[config.mk]
export PLATFORM = sky130hd
export DESIGN_NAME = reg_file_sb
export DESIGN_NICKNAME = d
export VERILOG_FILES = /design/src/rtl/reg_file_sb.sv
export SDC_FILE = /design/constraint.sdc
export NUM_CORES = 2
export LEC_CHECK = 0
export ABC_CLOCK_PERIOD_IN_PS = 80200
export CAP_MARGIN = 20
export CORE_MARGIN = 2
export CORE_UTILIZATION = 45
export DETAILED_ROUTE_END_ITERATION = 16
export MAX_ROUTING_LAYER = met4
export PLACE_DENSITY = 0.65
export SYNTH_ARGS = -nofsm -noshare
export SYNTH_HDL_FRONTEND = slang
export SYNTH_SLANG_ARGS = --single-unit
export TNS_END_PERCENT = 100
[constraint.sdc]
create_clock -name clk -period 80.2 [get_ports clk]
set_clock_uncertainty 0.1 [all_clocks]
set_input_delay 8.02 -clock clk [delete_from_list [all_inputs] [get_ports clk]]
set_output_delay 8.02 -clock clk [all_outputs]
set_load 0.02 [all_outputs]
[src/rtl/reg_file_sb.sv]
// Multi-port integer register file with a per-register busy scoreboard.
// Reads and the write bypass are combinational. Writes and busy updates happen on the rising clock edge.
module reg_file_sb #(
    parameter int REG_WIDTH = 64,
    parameter int REG_COUNT = 32,
    parameter int NUM_RD    = 2,
    parameter int NUM_WR    = 1,
    parameter int ZERO_REG  = 1,
    parameter int BYPASS    = 1,
    localparam int AW       = $clog2(REG_COUNT)
) (
    input  logic                        clk,
    input  logic                        rst,
    input  logic [NUM_WR-1:0]           wr_en,
    input  logic [NUM_WR*AW-1:0]        wr_addr,
    input  logic [NUM_WR*REG_WIDTH-1:0] wr_data,
    input  logic [NUM_RD*AW-1:0]        rd_addr,
    output logic [NUM_RD*REG_WIDTH-1:0] rd_data,
    output logic [NUM_RD-1:0]           rd_busy,
    input  logic                        alloc_en,
    input  logic [AW-1:0]               alloc_addr,
    input  logic                        flush,
    output logic [REG_COUNT-1:0]        busy_vec
);

    generate
        if (NUM_RD < 1) begin : g_bad_rd
            $error("reg_file_sb: NUM_RD must be >= 1");
        end
        if (NUM_WR < 1) begin : g_bad_wr
            $error("reg_file_sb: NUM_WR must be >= 1");
        end
        if (REG_COUNT < 2 || (REG_COUNT & (REG_COUNT - 1)) != 0) begin : g_bad_cnt
            $error("reg_file_sb: REG_COUNT must be a power of two >= 2");
        end
    endgenerate

    logic [REG_WIDTH-1:0] regs_q [REG_COUNT];
    logic [REG_WIDTH-1:0] regs_d [REG_COUNT];
    logic [REG_COUNT-1:0] busy_q;
    logic [REG_COUNT-1:0] busy_d;

    // Ports are visited in ascending order, so the highest enabled port wins an address conflict.
    always_comb begin
        regs_d = regs_q;
        for (int p = 0; p < NUM_WR; p++) begin
            if (wr_en[p] && !(ZERO_REG != 0 && wr_addr[p*AW +: AW] == '0)) begin
                regs_d[wr_addr[p*AW +: AW]] = wr_data[p*REG_WIDTH +: REG_WIDTH];
            end
        end
    end

    // Priority per register is flush, then alloc, then writeback clear.
    always_comb begin
        busy_d = busy_q;
        for (int i = 0; i < REG_COUNT; i++) begin
            logic wr_hit;
            wr_hit = 1'b0;
            for (int p = 0; p < NUM_WR; p++) begin
                if (wr_en[p] && wr_addr[p*AW +: AW] == AW'(i)) wr_hit = 1'b1;
            end
            if (flush) begin
                busy_d[i] = 1'b0;
            end else if (alloc_en && alloc_addr == AW'(i)) begin
                busy_d[i] = 1'b1;
            end else if (wr_hit) begin
                busy_d[i] = 1'b0;
            end
        end
        if (ZERO_REG != 0) busy_d[0] = 1'b0;
    end

    // NOTE: the register array is reset along with the busy bits because reads must return 0
    // after reset. This rules out mapping it to a RAM macro.
    always_ff @(posedge clk or posedge rst) begin
        if (rst) begin
            for (int i = 0; i < REG_COUNT; i++) regs_q[i] <= '0;
            busy_q <= '0;
        end else begin
            regs_q <= regs_d;
            busy_q <= busy_d;
        end
    end

    // Read ports. The forwarded data and the zero register override the stored state.
    always_comb begin
        rd_data = '0;
        rd_busy = '0;
        for (int r = 0; r < NUM_RD; r++) begin
            logic [AW-1:0]        ra;
            logic [REG_WIDTH-1:0] data;
            logic                 busy;
            ra   = rd_addr[r*AW +: AW];
            data = regs_q[ra];
            busy = busy_q[ra];
            if (BYPASS != 0) begin
                for (int p = 0; p < NUM_WR; p++) begin
                    if (wr_en[p] && wr_addr[p*AW +: AW] == ra) begin
                        data = wr_data[p*REG_WIDTH +: REG_WIDTH];
                        busy = 1'b0;
                    end
                end
            end
            if ((ZERO_REG != 0 && ra == '0) || rst) begin
                data = '0;
                busy = 1'b0;
            end
            rd_data[r*REG_WIDTH +: REG_WIDTH] = data;
            rd_busy[r]                        = busy;
        end
    end

    assign busy_vec = busy_q;

endmodule

# == Yosys cells after proc, flatten, opt, wreduce, memory -nomap -nowiden ==
# Cells that the tools add are included.
# W data, S select, Z words.
# word_totals
elab_cells,384
register_bits,2079
# classes
mux,145
n_lt_le_gt_ge,6
n_eq_ne,64
reduce_logical,103
bitwise,3
# op_table
operator,n
$bwmux W2048,1
$bmux W64 S5,2
$mux W64,9
$demux W64 S5,1
$eq A5 B5 Y1 const B,32
$mux W1,130
$reduce_bool A3 Y1,31
$eq A5 B4 Y1 const B,16
$logic_and A1 B1 Y1,66
$eq A5 B3 Y1 const B,8
$eq A5 B2 Y1 const B,4
$ge A6 B6 Y1 const B,3
$not A5 Y6,3
$logic_not A5 Y1,3
$lt A5 B6 Y1 const B,2
$bmux W1 S5,2
$eq A5 B1 Y1 const B,2
$eq A5 B5 Y1,2
$lt A6 B1 Y1 const B,1
$logic_or A1 B1 Y1,2
$logic_not A1 Y1,1

# == Logic depth before layout (Yosys ltp) ==
# depth
word_depth,6
depth_mapped,10
ltp_nobuf,5

# == Worst setup path after synthesis ==
# OpenSTA, ideal clock, no wires.
# synth_timing
kind,input to output
from,in rd_addr[1]
to,out rd_data[12]
t_arrival_ns,9.912
t_required_ns,72.080
stages,6
path_slack_ns,62.168
n_path_buf,3
cell_sequence,buf_2 > buf_2 > clkbuf_1 > mux4_2 > mux4_2 > a221o_1
# synth_via
elab_chain_len,6
elab_cells_between_ends,10
# synth_lines
element,line,source
"start, declared",17,"input logic [NUM_RD*AW-1:0] rd_addr,"
$not A5 Y6 (not written as such),94,data = regs_q[ra];
$bmux W64 S5,94,
$mux W64 (not written as such) (2 in a row),94,
$mux W64,98,if (wr_en[p] && wr_addr[p*AW +: AW] == ra) begin
$mux W64 (*),104,if ((ZERO_REG != 0 && ra == '0) || rst) begin
"end, declared",18,"output logic [NUM_RD*REG_WIDTH-1:0] rd_data,"
# Mark *: on every way between the ends. The rest lies on a longest branch, timed or not. The select of a mux whose other input is x is not followed.

# == Worst setup path in the final report ==
# layout_timing
from,in rd_addr[3]
to,out rd_data[49]
# Same word-level chain as after synthesis.

==> results.cfg <==
[clock_network]
clock-root-buffer = clkbuf_16
tritoncts = built
ctsLongestPathBuffers = 3
cts_resized = 0
clk_pin_slew_ps = 60
ctsHoldBuffers = 0
cts_max_level = 4
cts.sinks = 2079
clk_latency_ps = 890
post_cts_buffers = 0
cts_buffers = 219

[logic_synthesis]
syn_inst = 7369
synthArstFlopShare = 1.00
syn_nets = 7458
synth-main-ff-cell = dfrtp_1
yosysWarnings = 0
yosysUniqueCellTypes = 57
syn_avg_cell_area_sq_um = 15.0
synth_common_cells = dfrtp_1, mux2_2, mux4_2
yosysTopAreaCell = dfrtp_1
synth_area_sq_um = 110000
synth-edff-count = 0
yosys.cell_count.top_type = dfrtp_1
netlist_top_cells_area = dfrtp_1, mux2_2, mux4_2, mux2i_1, clkbuf_1
yosysSeqAreaShare = 0.471
synth-seq-cells = 2079
yosysTopAreaCellShare = 0.471

[setup_path]
ff2ff_path_depth = 2
crit_family = buffers and inverters
reg2reg_from = busy_vec[2]$_DFFE_PP0P_
critPathArrivalTime_ps = 13350
cp_max_fo = 34
reg2reg_to = busy_vec[2]$_DFFE_PP0P_
worstSetupStartpointType = input port
max_stage_delay_ps = 900
path_class = input port to output port
worstPathRequired_ps = 72080
cpMostUsedCell = buf_4
cp_num_cells = 10
reg2reg_slack_ps = 79210
crit_end = rd_data[49]
crit_start = rd_addr[3]
crit_chain = buf_4, buf_4, buf_4, nor2b_4, buf_4, a221oi_1, a22oi_1, o221a_1, a21oi_1, clkdlybuf4s50_1
slowest_stage = buf_4
end_kind = output port
cp_num_buf_inv = 5

[cells_and_area]
syn_to_final_growth_pct = 11.5
final_core_utilization = 0.505
final-seq-area_sq_um = 52000
drive_gt1_frac = 0.478
multi_input_area_sq_um = 54800
nNetsFinal = 7283
fill_cells = 20400

[placed_design]
place_congestion = 0.832
io_buffers = 249
dpl.hpwl_microns = 211000

[timing]
worstMarginPinSlew_ps = 1300
slew_headroom = 0.130
period_minus_slack_ps = 21470
setup-tns-final_ps = 0
max_freq_mhz = 46.6
setup_viol = 0
rsz0062_at_grt = false
finalHoldViolations = 0
fin_crit_sh = 0.268
slew_viol_final = 0

[grt]
grt_overflow_total = 0
antenna_found_initial = 20
grt_pass1_vias = 74800
grt_max_degree = 151
grt_usage = 0.317
grt_first_pass_wirelength_microns = 555000

[job]
cap_viol_max_count = 0

[floorplanning]
coreArea_sq_um = 244000
top_level_ports = 251
dieArea_sq_um = 249000
dieHeight_microns = 499
num_rows = 181
die_w_microns = 499
initial_utilization = 0.453

[power]
pwr-share-comb = 0.203
power.internal_mw = 2.21
p_leak_nw = 52.7
peakVddDrop_mv = 0.0227
seq_power_share = 0.455
p_switching_mw = 0.841
power.share.clock = 0.341
p_per_area_nw_per_um2 = 24.8
p_sw_frac = 0.276

[routing]
antenna_left = 0
drc = 0
routedWlPerCell_microns = 36.6
num_vias = 73700
first_iter_violations = 8713
drt-total-wl_microns = 388000
vias_per_cell = 6.96
first_pass_iters = 6

[outcome]
outcome = complete, no violations

[hold_path]
hold_class = register to register
[power by group through the flow]
stage | registers [mW] | clock network, mW | logic [mW]
final | 1.39 | 1.04 | 0.621
after global routing | 1.41 | 1.10 | 0.659
after CTS | 1.38 | 1.05 | 0.616
after detailed placement | 1.40 | 0 | 0.613
after global placement | 1.38 | 0 | 0.598
after floorplan | 1.36 | 0 | 0.482
[routing by layer]
layer  vias to the layer above  GRT usage  part of all wire
met1                     40100      0.409              0.39
met4                         0      0.146             0.052
met3                       969     0.0687             0.092
li1                      28500          -                 -
met5                         -          -                 0
met2                      4151      0.482              0.47
[state kept, by name (all words and copies together), names as in the netlist]
name / count
regs_q: 2048
busy_vec: 31
[worst min-delay path by stage]
stage / slack (ps) / start / cells past startpoint / endpoint
detailed placement: 280 / regs_q[1995]$_DFFE_PP0P_ / 0 / regs_q[1995]$_DFFE_PP0P_
global route: 310 / regs_q[2001]$_DFFE_PP0P_ / 0 / regs_q[2001]$_DFFE_PP0P_
CTS: 300 / regs_q[2019]$_DFFE_PP0P_ / 0 / regs_q[2019]$_DFFE_PP0P_
finish: 300 / regs_q[2046]$_DFFE_PP0P_ / 0 / regs_q[2046]$_DFFE_PP0P_
floorplan: 340 / regs_q[1984]$_DFFE_PP0P_ / 1 / regs_q[1984]$_DFFE_PP0P_
global placement: 280 / regs_q[2017]$_DFFE_PP0P_ / 0 / regs_q[2017]$_DFFE_PP0P_
[kinds of logic after synthesis]
group | Yosys count | synth area share
XOR/XNOR | 10 | 0.000793
multiplexers | 3225 | 0.423
AND/OR/NAND/NOR | 369 | 0.0162
AO/OA/AOI/OAI | 798 | 0.0533
flip-flops | 2079 | 0.471
other | 1 | 0.0000340
buffers and inverters | 887 | 0.0356
[layout make-up]
cell class,count,area share
Clock buffer,327,0.0529
Tap cell,3202,0.0325
Antenna cell,20,0.000406
Clock inverter,71,0.00604
Multi-Input combinational cell,4403,0.445
Timing Repair Buffer,486,0.0399
Sequential cell,2079,0.423
Inverter,5,0.000274
[metrics by stage]
| stage | hold slack, ps | setup WS [ps] | power, mW | area [sq um] | cells |
|---|---|---|---|---|---|
| 6_report | 295 | 58730 | 3.05 | 123000 | 10600 |
| 5_1_grt | 306 | 58310 | 3.17 | 123000 | 10600 |
| 4_1_cts | 297 | 58620 | 3.05 | 122000 | 10500 |
| 3_5_place_dp | 283 | 58620 | 2.01 | 115000 | 10100 |
| 3_3_place_gp | 277 | 58620 | 1.98 | 115000 | 10100 |
| 2_1_floorplan | 341 | 13350 | 1.85 | 110000 | 7369 |
[cells in the final DEF (no fill, tap or decap), types with 68 or more instances in the layout]
cell type	n
a211oi_1	83
a221oi_1	68
a22oi_1	191
buf_4	197
clkbuf_16	236
clkdlybuf4s50_1	240
dfrtp_1	2079
mux2_1	82
mux2_2	1915
mux2i_1	276
mux4_2	952
nand3_1	75
nor2_1	79
o22ai_1	144
Note: power is estimated with default switching activity, not from simulation.
